**src/rtl/pwm_pkg.sv**
```systemverilog
`default_nettype none
// ============================================================================
//  Module   : pwm_pkg
//  Brief    : Shared types and default constants for the PWM pattern scheduler
//  Revision : 1.0 - initial release
// ============================================================================
package pwm_pkg;

    localparam int PWM_FRAME_LEN = 128;
    localparam int PWM_W         = 7;
    localparam int PWM_DEPTH     = 4;

    // Sequencer states
    typedef enum logic [1:0] {
        IDLE  = 2'd0,
        RUN   = 2'd1,
        DRAIN = 2'd2
    } state_t;

    // One pattern-table entry at the default value width
    typedef struct packed {
        logic [PWM_W-1:0] A;
        logic [PWM_W-1:0] B;
    } pwm_entry_t;

endpackage
`default_nettype wire

```
**src/rtl/pwm_scheduler_frame_timer.sv**
```systemverilog
`default_nettype none
// ============================================================================
//  Module   : frame_timer
//  Brief    : Free-running 0..FRAME_LEN-1 frame counter, held at 0 while idle;
//             tick marks the last cycle of each frame.
//  Revision : 1.0 - initial release
// ============================================================================
module frame_timer
    import pwm_pkg::*;
#(
    parameter int FRAME_LEN = PWM_FRAME_LEN
) (
    input  logic clkCore,
    input  logic reset_b,
    input  logic run,
    output logic tick
);

    // A 1-bit counter is still needed when FRAME_LEN is 2
    localparam int            CW     = (FRAME_LEN > 2) ? $clog2(FRAME_LEN) : 1;
    localparam logic [CW-1:0] c_last = CW'(FRAME_LEN - 1);

    logic [CW-1:0] r_cnt;

    // Count while the sequencer is busy; restart from 0 whenever it idles
    always_ff @(posedge clkCore or negedge reset_b) begin
        if (!reset_b) begin
            r_cnt <= '0;
        end else if (!run) begin
            r_cnt <= '0;
        end else if (r_cnt == c_last) begin
            r_cnt <= '0;
        end else begin
            r_cnt <= r_cnt + 1'b1;
        end
    end

    assign tick = run && (r_cnt == c_last);

endmodule
`default_nettype wire

```
**src/rtl/pwm_scheduler.sv**
```systemverilog
`default_nettype none
// ============================================================================
//  Module   : pwm_scheduler
//  Brief    : Steps a PWM generator through a 4-entry (A,B) pattern table,
//             dwelling a programmable number of frames on each entry, with
//             optional looping and a frame-aligned stop.
//  Revision : 1.0 - initial release
// ============================================================================
module pwm_scheduler
    import pwm_pkg::*;
#(
    parameter int FRAME_LEN = PWM_FRAME_LEN,
    parameter int W         = PWM_W,
    parameter int DEPTH     = PWM_DEPTH
) (
    input  logic         clkCore,
    input  logic         reset_b,
    input  logic         start,
    input  logic         stop,
    input  logic         loop,
    input  logic [1:0]   last_idx,
    input  logic [7:0]   dwell,
    input  logic         wr_en,
    input  logic [1:0]   wr_addr,
    input  logic [W-1:0] wr_A,
    input  logic [W-1:0] wr_B,
    output logic         en,
    output logic         load,
    output logic [W-1:0] A_val,
    output logic [W-1:0] B_val,
    output logic [1:0]   idx,
    output logic         busy,
    output logic         done
);

    // Pattern table
    logic [W-1:0] r_tab_a [DEPTH];
    logic [W-1:0] r_tab_b [DEPTH];

    // Sequencer state and parameters latched at start
    state_t       r_state;
    logic [1:0]   r_idx;
    logic [W-1:0] r_a;
    logic [W-1:0] r_b;
    logic         r_load;
    logic         r_loop;
    logic [1:0]   r_last;
    logic [7:0]   r_dwell;
    logic [7:0]   r_dcnt;

    logic         w_run;
    logic         w_tick;
    logic [7:0]   w_dwell_top;
    logic         w_dwell_exp;
    logic [1:0]   w_next_idx;
    logic         w_final;

    assign w_run       = (r_state != IDLE);
    // A dwell of 0 behaves like 1: the entry is shown for a single frame
    assign w_dwell_top = (r_dwell == 8'd0) ? 8'd0 : (r_dwell - 8'd1);
    assign w_dwell_exp = (r_dcnt == w_dwell_top);
    assign w_next_idx  = r_idx + 2'd1;
    assign w_final     = w_dwell_exp && (r_idx == r_last) && !r_loop;

    frame_timer #(
        .FRAME_LEN (FRAME_LEN)
    ) u_frame_timer (
        .clkCore (clkCore),
        .reset_b (reset_b),
        .run     (w_run),
        .tick    (w_tick)
    );

    // Table write port; reads elsewhere see the old contents on a write cycle
    always_ff @(posedge clkCore or negedge reset_b) begin
        if (!reset_b) begin
            for (int i = 0; i < DEPTH; i++) begin
                r_tab_a[i] <= '0;
                r_tab_b[i] <= '0;
            end
        end else if (wr_en) begin
            r_tab_a[wr_addr] <= wr_A;
            r_tab_b[wr_addr] <= wr_B;
        end
    end

    // Sequencer: start, per-frame dwell/advance/wrap, stop and drain
    always_ff @(posedge clkCore or negedge reset_b) begin
        if (!reset_b) begin
            r_state <= IDLE;
            r_idx   <= 2'd0;
            r_a     <= '0;
            r_b     <= '0;
            r_load  <= 1'b0;
            r_loop  <= 1'b0;
            r_last  <= 2'd0;
            r_dwell <= 8'd0;
            r_dcnt  <= 8'd0;
        end else begin
            r_load <= 1'b0;
            case (r_state)
                IDLE: begin
                    if (start) begin
                        r_state <= RUN;
                        r_idx   <= 2'd0;
                        r_dcnt  <= 8'd0;
                        r_a     <= r_tab_a[0];
                        r_b     <= r_tab_b[0];
                        r_load  <= 1'b1;
                        r_loop  <= loop;
                        r_last  <= last_idx;
                        r_dwell <= dwell;
                    end
                end
                RUN: begin
                    if (w_tick) begin
                        if (stop) begin
                            // Stop landing on the frame end finishes right away
                            r_state <= IDLE;
                        end else if (!w_dwell_exp) begin
                            r_dcnt <= r_dcnt + 8'd1;
                            r_a    <= r_tab_a[r_idx];
                            r_b    <= r_tab_b[r_idx];
                            r_load <= 1'b1;
                        end else if (r_idx != r_last) begin
                            r_idx  <= w_next_idx;
                            r_dcnt <= 8'd0;
                            r_a    <= r_tab_a[w_next_idx];
                            r_b    <= r_tab_b[w_next_idx];
                            r_load <= 1'b1;
                        end else if (r_loop) begin
                            r_idx  <= 2'd0;
                            r_dcnt <= 8'd0;
                            r_a    <= r_tab_a[0];
                            r_b    <= r_tab_b[0];
                            r_load <= 1'b1;
                        end else begin
                            r_state <= IDLE;
                        end
                    end else if (stop) begin
                        r_state <= DRAIN;
                    end
                end
                DRAIN: begin
                    if (w_tick) begin
                        r_state <= IDLE;
                    end
                end
                default: begin
                    r_state <= IDLE;
                end
            endcase
        end
    end

    assign en    = w_run;
    assign busy  = w_run;
    assign load  = r_load;
    assign A_val = r_a;
    assign B_val = r_b;
    assign idx   = r_idx;
    // Completion is flagged in the last cycle of the final frame, so it lines
    // up with the frame end; a coincident stop suppresses it
    assign done  = (r_state == RUN) && w_tick && w_final && !stop;

endmodule
`default_nettype wire

```
**config.mk**
```make
export PLATFORM = sky130hd
export DESIGN_NAME = pwm_scheduler
export DESIGN_NICKNAME = d
export VERILOG_FILES = /design/src/rtl/pwm_pkg.sv /design/src/rtl/pwm_scheduler_frame_timer.sv /design/src/rtl/pwm_scheduler.sv
export SDC_FILE = /design/constraint.sdc
export NUM_CORES = 1
export LEC_CHECK = 0
export ABC_AREA = 1
export ABC_CLOCK_PERIOD_IN_PS = 1950
export BUFFER_PORTS_ARGS = -buffer_cell sky130_fd_sc_hd__buf_2
export CORE_MARGIN = 4
export CORE_UTILIZATION = 54
export CTS_CLUSTER_SIZE = 25
export DETAILED_ROUTE_END_ITERATION = 10
export PLACE_DENSITY = 0.76
export SETUP_SLACK_MARGIN = 0.2
export SYNTH_ARGS = -nofsm -noshare
export SYNTH_HDL_FRONTEND = slang
export SYNTH_SLANG_ARGS = --single-unit
```
**constraint.sdc**
```tcl
create_clock -name clkCore -period 1.95 [get_ports clkCore]
set_input_delay 0.0975 -clock clkCore [delete_from_list [all_inputs] [get_ports clkCore]]
set_output_delay 0.0975 -clock clkCore [all_outputs]
set_load 0.02 [all_outputs]
```
=== Yosys cells after proc, flatten, opt, wreduce, memory -nomap -nowiden ===
Cells that the tools add are included.

* Bits in registers: 101
* Output and inout bits: 20
* Bits of input ports: 32
* Logic and storage cells: 126

* Reduce and logical (&&, ||, !) cells: 17
* Eq/ne operators: 17
* Order comparisons: 4
* Muxes and demuxes: 63
* Bitwise gates (word level): 3
* Add/subtract/negate cells: 4

{| class="wikitable"
|+ Operators by type and width
! cell !! number
|-
| $mux W7 || 23
|-
| $bmux W7 S2 || 4
|-
| $bwmux W28 || 2
|-
| $mux W8 || 7
|-
| $mux W2 || 14
|-
| $pmux W7 S2 || 2
|-
| $pmux W8 S2 || 1
|-
| $ne A3 B3 Y1 const B || 5
|-
| $demux W7 S2 || 1
|-
| $reduce_and A6 Y1 || 2
|-
| $ne A2 B2 Y1 const B || 5
|-
| $ge A3 B3 Y1 const B || 3
|-
| $not A2 Y3 || 3
|-
| $add A8 B1 Y8 const B || 1
|-
| $eq A8 B8 Y1 || 1
|-
| $logic_not A8 Y1 || 1
|-
| $sub A8 B1 Y8 const B || 1
|-
| $add A7 B1 Y7 const B || 1
|-
| $eq A7 B7 Y1 const B || 1
|-
| $logic_and A1 B1 Y1 || 7
|-
| $mux W1 || 6
|-
| $pmux W2 S3 || 1
|-
| $reduce_and A5 Y1 || 1
|-
| $ne A4 B4 Y1 const B || 1
|-
| 12 further kinds || 14
|}

=== Longest topological paths before layout ===
Gate-level depths: netlist of run 1.

* Depth in word-level cells: 10
* Depth in mapped cells: 18
* Mapped depth without buffers: 17

=== By module ===
From an unflattened synthesis of run 1, not the netlist that was laid out.

* Cells, all modules: 725
* Area, all modules: 5555.3 sq um

{| class="wikitable"
|+ Modules (own cells, without submodules)
! module !! sequential area each (sq um) !! cells an instance !! area an instance (sq um) !! instances
|-
| pwm_scheduler || 2352.3 || 687 || 5221.3 || 1
|-
| frame_timer || 175.2 || 38 || 334.1 || 1
|}

=== Worst setup path after synthesis of run 1 ===
Ideal clock, no wire load.

* Path type: reg-to-reg
* Start: register r_dwell[0]
* End: register r_a[0], in the netlist A_val[0]
* Data required time: 1.833 ns
* Setup time: 0.117 ns
* Path buffers: 1
* Clock period less this slack: 2.129 ns
* Path slack: -0.179 ns
* Data arrival time: 2.012 ns
* Stages on the path, launching flop included: 17
* Path through: dfrtp_1 -> inv_1 -> ha_1 -> nand2_1 -> nor2_4 -> nand2_4 -> nand3_1 -> nand2_1 -> nand2_1 -> nand2_1 -> nor2_4 -> nand2_4 -> o21ai_4 -> nand2_2 -> buf_6 -> nand2_1 -> nand2_1

* Word-level cells in the longest chain between the ends: 7
* Elaborated cells on any way between the ends: 10
* Those cells by class: add/sub (1); eq/ne (2); mux (5); reduce/logical (2)

{| class="wikitable"
|+ Ends and longest elaborated chain
! element !! line !! text
|-
| from (decl) || pwm_scheduler.sv:48 || <nowiki>logic [7:0] r_dwell;</nowiki>
|-
| from (signal assigned) || pwm_scheduler.sv:112 || <nowiki>r_dwell <= dwell;</nowiki>
|-
| $sub A8 B1 Y8 / $logic_not A8 Y1 (equally long branches) || pwm_scheduler.sv:60 || <nowiki>assign w_dwell_top = (r_dwell == 8'd0) ? 8'd0 : (r_dwell - 8'd1);</nowiki>
|-
| $mux W8 (*) || pwm_scheduler.sv:60 ||
|-
| $eq A8 B8 Y1 (*) || pwm_scheduler.sv:61 || <nowiki>assign w_dwell_exp = (r_dcnt == w_dwell_top);</nowiki>
|-
| $mux W7 || pwm_scheduler.sv:120 || <nowiki>end else if (!w_dwell_exp) begin</nowiki>
|-
| $mux W7 || pwm_scheduler.sv:117 || <nowiki>if (stop) begin</nowiki>
|-
| $mux W7 || pwm_scheduler.sv:116 || <nowiki>if (w_tick) begin</nowiki>
|-
| $pmux W7 S2 || pwm_scheduler.sv:101 || <nowiki>case (r_state)</nowiki>
|-
| to (signal assigned) || pwm_scheduler.sv:107 || <nowiki>r_a <= r_tab_a[0];</nowiki>
|-
| to (signal assigned) || pwm_scheduler.sv:122 || <nowiki>r_a <= r_tab_a[r_idx];</nowiki>
|-
| to (signal assigned) || pwm_scheduler.sv:128 || <nowiki>r_a <= r_tab_a[w_next_idx];</nowiki>
|-
| to (decl) || pwm_scheduler.sv:43 || <nowiki>logic [W-1:0] r_a;</nowiki>
|}

Mark *: on every way between the ends. The rest lies on a longest branch, timed or not. The select of a mux whose other input is x is not followed.
A chain may end at the register's enable or synchronous reset.

=== Final worst setup path of run 1 ===
* Start: register r_dwell[1]
* End: output done

* Word-level cells in the longest chain between the ends: 7
* Elaborated cells on any way between the ends: 8
* Those cells by class: add/sub (1); eq/ne (1); mux (1); reduce/logical (5)

{| class="wikitable"
|+ Ends and longest elaborated chain
! element !! line !! text
|-
| $sub A8 B1 Y8 / $logic_not A8 Y1 (equally long branches) || pwm_scheduler.sv:60 ||
|-
| $mux W8 (*) || pwm_scheduler.sv:60 ||
|-
| $eq A8 B8 Y1 (*) || pwm_scheduler.sv:61 ||
|-
| $logic_and A1 B1 Y1 (*) (2 in a row) || pwm_scheduler.sv:63 || <nowiki>assign w_final = w_dwell_exp && (r_idx == r_last) && !r_loop;</nowiki>
|-
| $logic_and A1 B1 Y1 (*) (2 in a row) || pwm_scheduler.sv:164 || <nowiki>assign done = (r_state == RUN) && w_tick && w_final && !stop;</nowiki>
|-
| to (decl) || pwm_scheduler.sv:33 || <nowiki>output logic done</nowiki>
|}

Mark *: on every way between the ends. The rest lies on a longest branch, timed or not.

==> metrics.cfg, run 1 <==
[outcome]
outcome=finished with violations
violations=hold timing, setup timing

[grt]
grt_first_pass_wirelength_mm=25.7
grt.total_usage=0.270
grt_pass1_vias=5459
antenna_found_initial=0
grt_max_degree=64
overflow=0

[critical_path]
crit_chain=inv_2 -> ha_4 -> nand2_4 -> nor2_4 -> nand2_4 -> nand3_2 -> nand2_1 -> inv_2 -> nand2_4 -> nor2_8 -> buf_6 -> nand4_1 -> nor2_4 -> buf_6
start_kind=register
ff2ff_setup_slack_ns=-0.41
crit_fanout=8
crit_path_start=r_dwell[1]$_DFFE_PN0P_
crit_arrival_ns=2.28
rr_worst_depth=19
slowest_delay_ns=0.41
cpMaxStageDelayCell=dfrtp_1
end_kind=primary output
worstReg2RegStart=r_dwell[1]$_DFFE_PN0P_
rr_endpoint=r_dcnt[0]$_DFFE_PN0P_
cpMostUsedCell=nand2_4
crit_required_ns=1.85
setup.worst_path.class=reg2out

[timing]
layout_setup_ws_ns=-0.431
max_freq_mhz=420
drv_slew=0
setup_viol=28
period_share=1.22
skew_ns=0.0142
finalHoldViolations=1
finalHoldWorstSlack_ns=-0.00126
min_period_ns=2.38
rsz0062_at_grt=true
slew_headroom=0.668
tightest_slew_ns=0.498

[synthesis]
ys.flop_type=dfrtp_1
netlist_area_sq_mm=0.00561
ys_types=36
syn_area_per_cell_sq_um=7.53
seq_area_frac_synth=0.451
synth_warnings=0
synth-seq-cells=101
synth_edf_count=0
synth_nets=779
synthArstFlopShare=1.00
synthCells=744

[drt]
drt_pass1_iterations=7
wl_per_cell_microns=15.6
route.met3.wl_mm=1.16
highest_layer=met4
dr_wl_met2_mm=7.50
drt.antenna.violating_nets=0
drc=0
drt_iter0_drc=575
wl_mm=15.3
vias_per_cell=5.63
vias=5499
drt-met1-wl_mm=6.30

[placed_design]
place.gp.congestion=0.848
dp_hpwl_mm=9.82
pre_cts_ws_ns=-0.140
portBuffers=51

[hold_path]
hp-start=wr_A[2]
min_to=r_tab_a[2]$_DFFE_PN0P_
worstHoldPathType=in2reg
min_path_cells=3

[floorplanning]
die_area_sq_mm=0.0121
die_w_microns=110
rows=36
core_area_sq_mm=0.00995
io_pins=52
die_h_microns=110
initial_core_util=0.563

[layout]
area_growth_pct=23.3
final_common_cell=nand2_1
final_util=0.695
regArea_sq_mm=0.00253
multi_input_area_sq_mm=0.00286
num_antenna_cells=0
fillCellCount=792
num-nets-final=873
final_cell_mix=nand2_1 (247), dfrtp_1 (101), nand3_1 (83)
layout-drive-gt1-share=0.211

[cts]
htree_levels=3
clk_path_buf_depth=2
cts_sinks=101
cts_tree=yes
root_buffer=clkbuf_8
numCtsBuffers=9
path_clk_slew_ns=0.11
clock_latency_ns=0.40

[power_and_ir_drop]
power.total_uw=4450
peakVddDrop_uv=487
power_density_mw_per_mm2=644
p_leak_uw=0.00358

[run]
maxCapViolCount=0

==> layer usage <==
metal	track usage	vias to the layer above
met5	0	-
met3	0.0476	34
li1	-	2640
met4	0.0899	0
met1	0.345	2576
met2	0.463	249
==> worst max-delay path, delay by kind of cell (launching register included) <==
kind	cells	cell delay, ns
DFF	1	0.41
buffers and inverters	4	0.38
adders and majority gates	1	0.18
and+or+nand+nor	9	0.91
==> through the flow <==
stage / area (sq um) / std cells / TNS [ns]
2_1_floorplan: 5640 / 744 / -1.98
3_3_place_gp: 6270 / 935 / -1.80
3_5_place_dp: 6270 / 935 / -3.17
4_1_cts: 6840 / 972 / -7.80
5_1_grt: 6910 / 976 / -13.39
6_report: 6910 / 976 / -10.04
==> worst max-delay path by stage <==
stage,end,slack (ns),depth (start not counted)
after floorplan,A_val[0]$_DFFE_PN0P_,-0.1,16
after global placement,idx[1]$_DFFE_PN0P_,-0.11,15
after detailed placement,A_val[3]$_DFFE_PN0P_,-0.14,16
after CTS,done,-0.41,14
after global routing,done,-0.55,14
final,done,-0.43,14
==> registers in the layout (all words and copies together) (netlist names) <==
signal,cells
r_tab_b,28
A_val,7
load,1
idx,2
r_dcnt,8
r_dwell,8
r_last,2
u_frame_timer.r_cnt,7
B_val,7
r_tab_a,28
r_state,2
r_loop,1
==> timing repair <==
action                                  4_1_cts  5_1_grt
endpoints found under the hold margin       114        0
hold buffers                                 13        0
resized for setup                            29        9
buffers inserted                              6        4
pin swaps                                    16        4
gates cloned                                  2        0
endpoints found under the setup margin       28       28
==> where the power goes <==
part,total (uW),internal [uW],switching (uW)
sequential,2450,2280,177
clock,1420,639,784
combinational,575,270,306
==> logic make-up (layout without fill, tap and decap cells) <==
logic type,after synthesis,in the layout,share of synthesized area
compound gates,122,122,0.134
xor+xnor,12,12,0.0187
mux,3,3,0.00603
buf+inv,86,185,0.0629
flops,101,101,0.451
fa+ha+maj,3,3,0.00670
simple gates,417,417,0.320
==> layout make-up <==
| cell class | count | area share |
|---|---|---|
| Clock inverter | 6 | 0.0103 |
| Timing Repair Buffer | 121 | 0.140 |
| Clock buffer | 10 | 0.0199 |
| Multi-Input combinational cell | 557 | 0.414 |
| Sequential cell | 101 | 0.366 |
| Tap cell | 133 | 0.0241 |
| Inverter | 48 | 0.0261 |
==> synth_stat cells (5+ instances only) <==
library cell	number	area [sq um]
nand4_1	5	31.3
xor2_1	7	61.3
o21a_1	5	37.5
nand3_1	90	450
a32o_1	14	140
xnor2_1	5	43.8
nor2_1	38	143
inv_1	41	154
a22oi_1	5	37.5
nand2_1	256	961
a21oi_1	24	120
o21ai_0	59	295
a32oi_1	9	78.8
clkbuf_1	29	109
dfrtp_1	101	2530
or2_2	9	56.3
(Power assumes the default switching activity.)
==> run 2, diff against run 1 <==
--- a/config.mk
+++ b/config.mk
@@ -6,13 +6,13 @@
 export NUM_CORES = 1
 export LEC_CHECK = 0
 export ABC_AREA = 1
-export ABC_CLOCK_PERIOD_IN_PS = 1950
+export ABC_CLOCK_PERIOD_IN_PS = 2200
 export BUFFER_PORTS_ARGS = -buffer_cell sky130_fd_sc_hd__buf_2
 export CORE_MARGIN = 4
-export CORE_UTILIZATION = 54
+export CORE_UTILIZATION = 60
 export CTS_CLUSTER_SIZE = 25
 export DETAILED_ROUTE_END_ITERATION = 10
-export PLACE_DENSITY = 0.76
+export PLACE_DENSITY = 0.8
 export SETUP_SLACK_MARGIN = 0.2
 export SYNTH_ARGS = -nofsm -noshare
 export SYNTH_HDL_FRONTEND = slang
==> constraint.sdc (replaced) <==
create_clock -name clkCore -period 2.2 [get_ports clkCore]
set_input_delay 0.11 -clock clkCore [delete_from_list [all_inputs] [get_ports clkCore]]
set_output_delay 0.11 -clock clkCore [all_outputs]
set_load 0.02 [all_outputs]
==> run 2 against run 1 <==
Against the previous run:
- the flow finishes with violations (setup timing)
- non-clock buffer count is 19 lower
- die area shrank 9.3%
- routed wire length fell by 1.9%
- first-iteration DRC count grew 21%
- hold slack gained 0.026 ns
- clock-buffer cell count did not move
- final cell count down 4.1%
- clock power is 4% lower
- critical path depth is 2 higher
- sequential share of layout area increased by 1.0 points
- combinational power fell by 10%
- critical endpoint is now B_val[0]$_DFFE_PN0P_
==> metrics.cfg, run 2 (synthesis results as in run 1) <==
[outcome]
outcome=finished with violations  ; unchanged
violations=setup timing  ; was hold timing, setup timing

[cts]
cts_tree=yes  ; unchanged
root_buffer=clkbuf_8  ; unchanged
htree_levels=3  ; unchanged
clk_path_buf_depth=2  ; unchanged
path_clk_slew_ns=0.10  ; was 0.11 ns
cts_sinks=101  ; unchanged
clock_latency_ns=0.38  ; was 0.40 ns
numCtsBuffers=9  ; unchanged

[run]
maxCapViolCount=0  ; unchanged

[timing]
tightest_slew_ns=0.584  ; was 0.498 ns
finalHoldViolations=0  ; was 1
max_freq_mhz=406
layout_setup_ws_ns=-0.263  ; was -0.431 ns
period_share=1.12
slew_headroom=0.609  ; was 0.668
rsz0062_at_grt=true  ; unchanged
skew_ns=0.00681  ; was 0.0142 ns
drv_slew=0  ; unchanged
finalHoldWorstSlack_ns=0.0248  ; was -0.00126 ns
min_period_ns=2.46
setup_viol=26  ; was 28

[drt]
drc=0  ; unchanged
drt_pass1_iterations=5  ; was 7
vias_per_cell=5.89  ; was 5.63
wl_per_cell_microns=16.0  ; was 15.6 microns
drt.antenna.violating_nets=0  ; unchanged
wl_mm=15.0  ; was 15.3 mm
vias=5516  ; was 5,499
drt_iter0_drc=696  ; was 575

[layout]
multi_input_area_sq_mm=0.00287  ; was 0.00286 sq mm
final_util=0.735  ; was 0.695
final_common_cell=nand2_1  ; unchanged
regArea_sq_mm=0.00253  ; unchanged
reg_top3=r_tab_a (28), r_tab_b (28)  ; unchanged
layout-drive-gt1-share=0.194  ; was 0.211
final_cell_mix=nand2_1 (243), dfrtp_1 (101), nand3_1 (86)  ; was nand2_1 (247), dfrtp_1 (101), nand3_1 (83)
num_antenna_cells=0  ; unchanged
area_growth_pct=20.0  ; was 23.3%
num-nets-final=855  ; was 873
fillCellCount=678  ; was 792

[floorplanning]
io_pins=52  ; unchanged
initial_core_util=0.612  ; was 0.563
die_area_sq_mm=0.0110  ; was 0.0121 sq mm
die_h_microns=105  ; was 110 microns
core_area_sq_mm=0.00915  ; was 0.00995 sq mm
rows=35  ; was 36
die_w_microns=105  ; was 110 microns

[hold_path]
min_to=r_tab_b[11]$_DFFE_PN0P_  ; was r_tab_a[2]$_DFFE_PN0P_
hp-start=wr_B[4]  ; was wr_A[2]
min_path_cells=3  ; unchanged
worstHoldPathType=in2reg  ; unchanged

[grt]
grt_pass1_vias=5398  ; was 5,459
overflow=0  ; unchanged
antenna_found_initial=0  ; unchanged
busiest_layer=met2  ; unchanged
use_met2=0.458  ; was 0.463
grtUsageMet1=0.360  ; was 0.345
grt_first_pass_wirelength_mm=25.0  ; was 25.7 mm
grt_max_degree=45  ; was 64
met3_usage=0.0494  ; was 0.0476
grt.total_usage=0.276  ; was 0.270

[power_and_ir_drop]
power_density_mw_per_mm2=602  ; was 644 mW/mm^2
p_leak_uw=0.00346  ; was 0.00358 uW
power.total_uw=4050  ; was 4450 uW
peakVddDrop_uv=430  ; was 487 uV

[critical_path]
crit_fanout=12  ; was 8
end_kind=register  ; was primary output
crit_arrival_ns=2.74  ; was 2.28 ns
crit_required_ns=2.48  ; was 1.85 ns
start_kind=register  ; unchanged
worstReg2RegStart=r_dwell[7]$_DFFE_PN0P_  ; was r_dwell[1]$_DFFE_PN0P_
rr_endpoint=B_val[0]$_DFFE_PN0P_  ; was r_dcnt[0]$_DFFE_PN0P_
rr_worst_depth=16  ; was 19
ff2ff_setup_slack_ns=-0.26  ; was -0.41 ns
setup.worst_path.class=reg2reg  ; was reg2out

[placed_design]
dp_hpwl_mm=9.44  ; was 9.82 mm
portBuffers=51  ; unchanged
place.gp.congestion=0.933  ; was 0.848

==> run 2: worst max-delay path by stage <==
| stage | startpoint | depth (start not counted) | endpoint | slack, ns |
|---|---|---|---|---|
| 3_5_place_dp | r_dwell[1]$_DFFE_PN0P_ | 15 | B_val[0]$_DFFE_PN0P_ | -0.07 |
| 5_1_grt | r_dwell[0]$_DFFE_PN0P_ | 17 | A_val[3]$_DFFE_PN0P_ | -0.38 |
| 4_1_cts | r_dwell[0]$_DFFE_PN0P_ | 12 | done | -0.14 |
| 6_report | r_dwell[7]$_DFFE_PN0P_ | 16 | B_val[0]$_DFFE_PN0P_ | -0.26 |
| 2_1_floorplan | r_dwell[0]$_DFFE_PN0P_ | 16 | A_val[0]$_DFFE_PN0P_ | 0.15 |
| 3_3_place_gp | r_dwell[1]$_DFFE_PN0P_ | 15 | B_val[1]$_DFFE_PN0P_ | 0.03 |
==> run 2: repair_timing <==
action | CTS | global route
buffers inserted | 10 | 3
endpoints found under the hold margin | 47 | 0
hold buffers | 12 | 0
pin swaps | 10 | 3
cloned | 2 | 0
resized for setup | 20 | 21
setup endpoints to repair | 28 | 28
==> run 2: cell type report <==
class                           instances  share of cell area
Clock buffer                           10              0.0205
Clock inverter                          6              0.0140
Inverter                               48              0.0268
Multi-Input combinational cell        558               0.426
Sequential cell                       101               0.376
Tap cell                              111              0.0207
Timing Repair Buffer                  102               0.116
==> run 2: critical path: stages, from the launching register on <==
cell and delay, ns:
dfrtp_1 0.41, nor2_1 0.25, nand2_1 0.18, inv_2 0.10, nand2_4 0.09, nand3_2 0.09, nand2_1 0.08, nand2_1 0.08
nand2_2 0.06, nor2_4 0.12, buf_4 0.15, nand2_8 0.08, o21ai_4 0.24, buf_6 0.16, nand2_8 0.09, nand2_1 0.12
nand2_1 0.05
==> run 2: stage by stage <==
stage / setup WS [ns] / cells / area [sq um] / TNS, ns
floorplan: 0.152 / 744 / 5630 / 0
global placement: 0.0333 / 893 / 6080 / 0
detailed placement: -0.0688 / 893 / 6080 / -0.569
CTS: -0.136 / 933 / 6630 / -0.155
global route: -0.378 / 936 / 6730 / -8.42
finish: -0.263 / 936 / 6730 / -5.46
==> run 2: per-layer routing <==
metal	vias to the layer above	share of wire
li1	2607	-
met1	2589	0.41
met2	268	0.49
met3	52	0.072
met4	0	0.028
met5	-	0
==> run 2: power breakdown <==
group / total [uW] / internal [uW] / switching [uW]
logic: 516 / 238 / 278
clock network: 1360 / 682 / 679
registers: 2170 / 2020 / 154
total: 4050 / 2940 / 1110
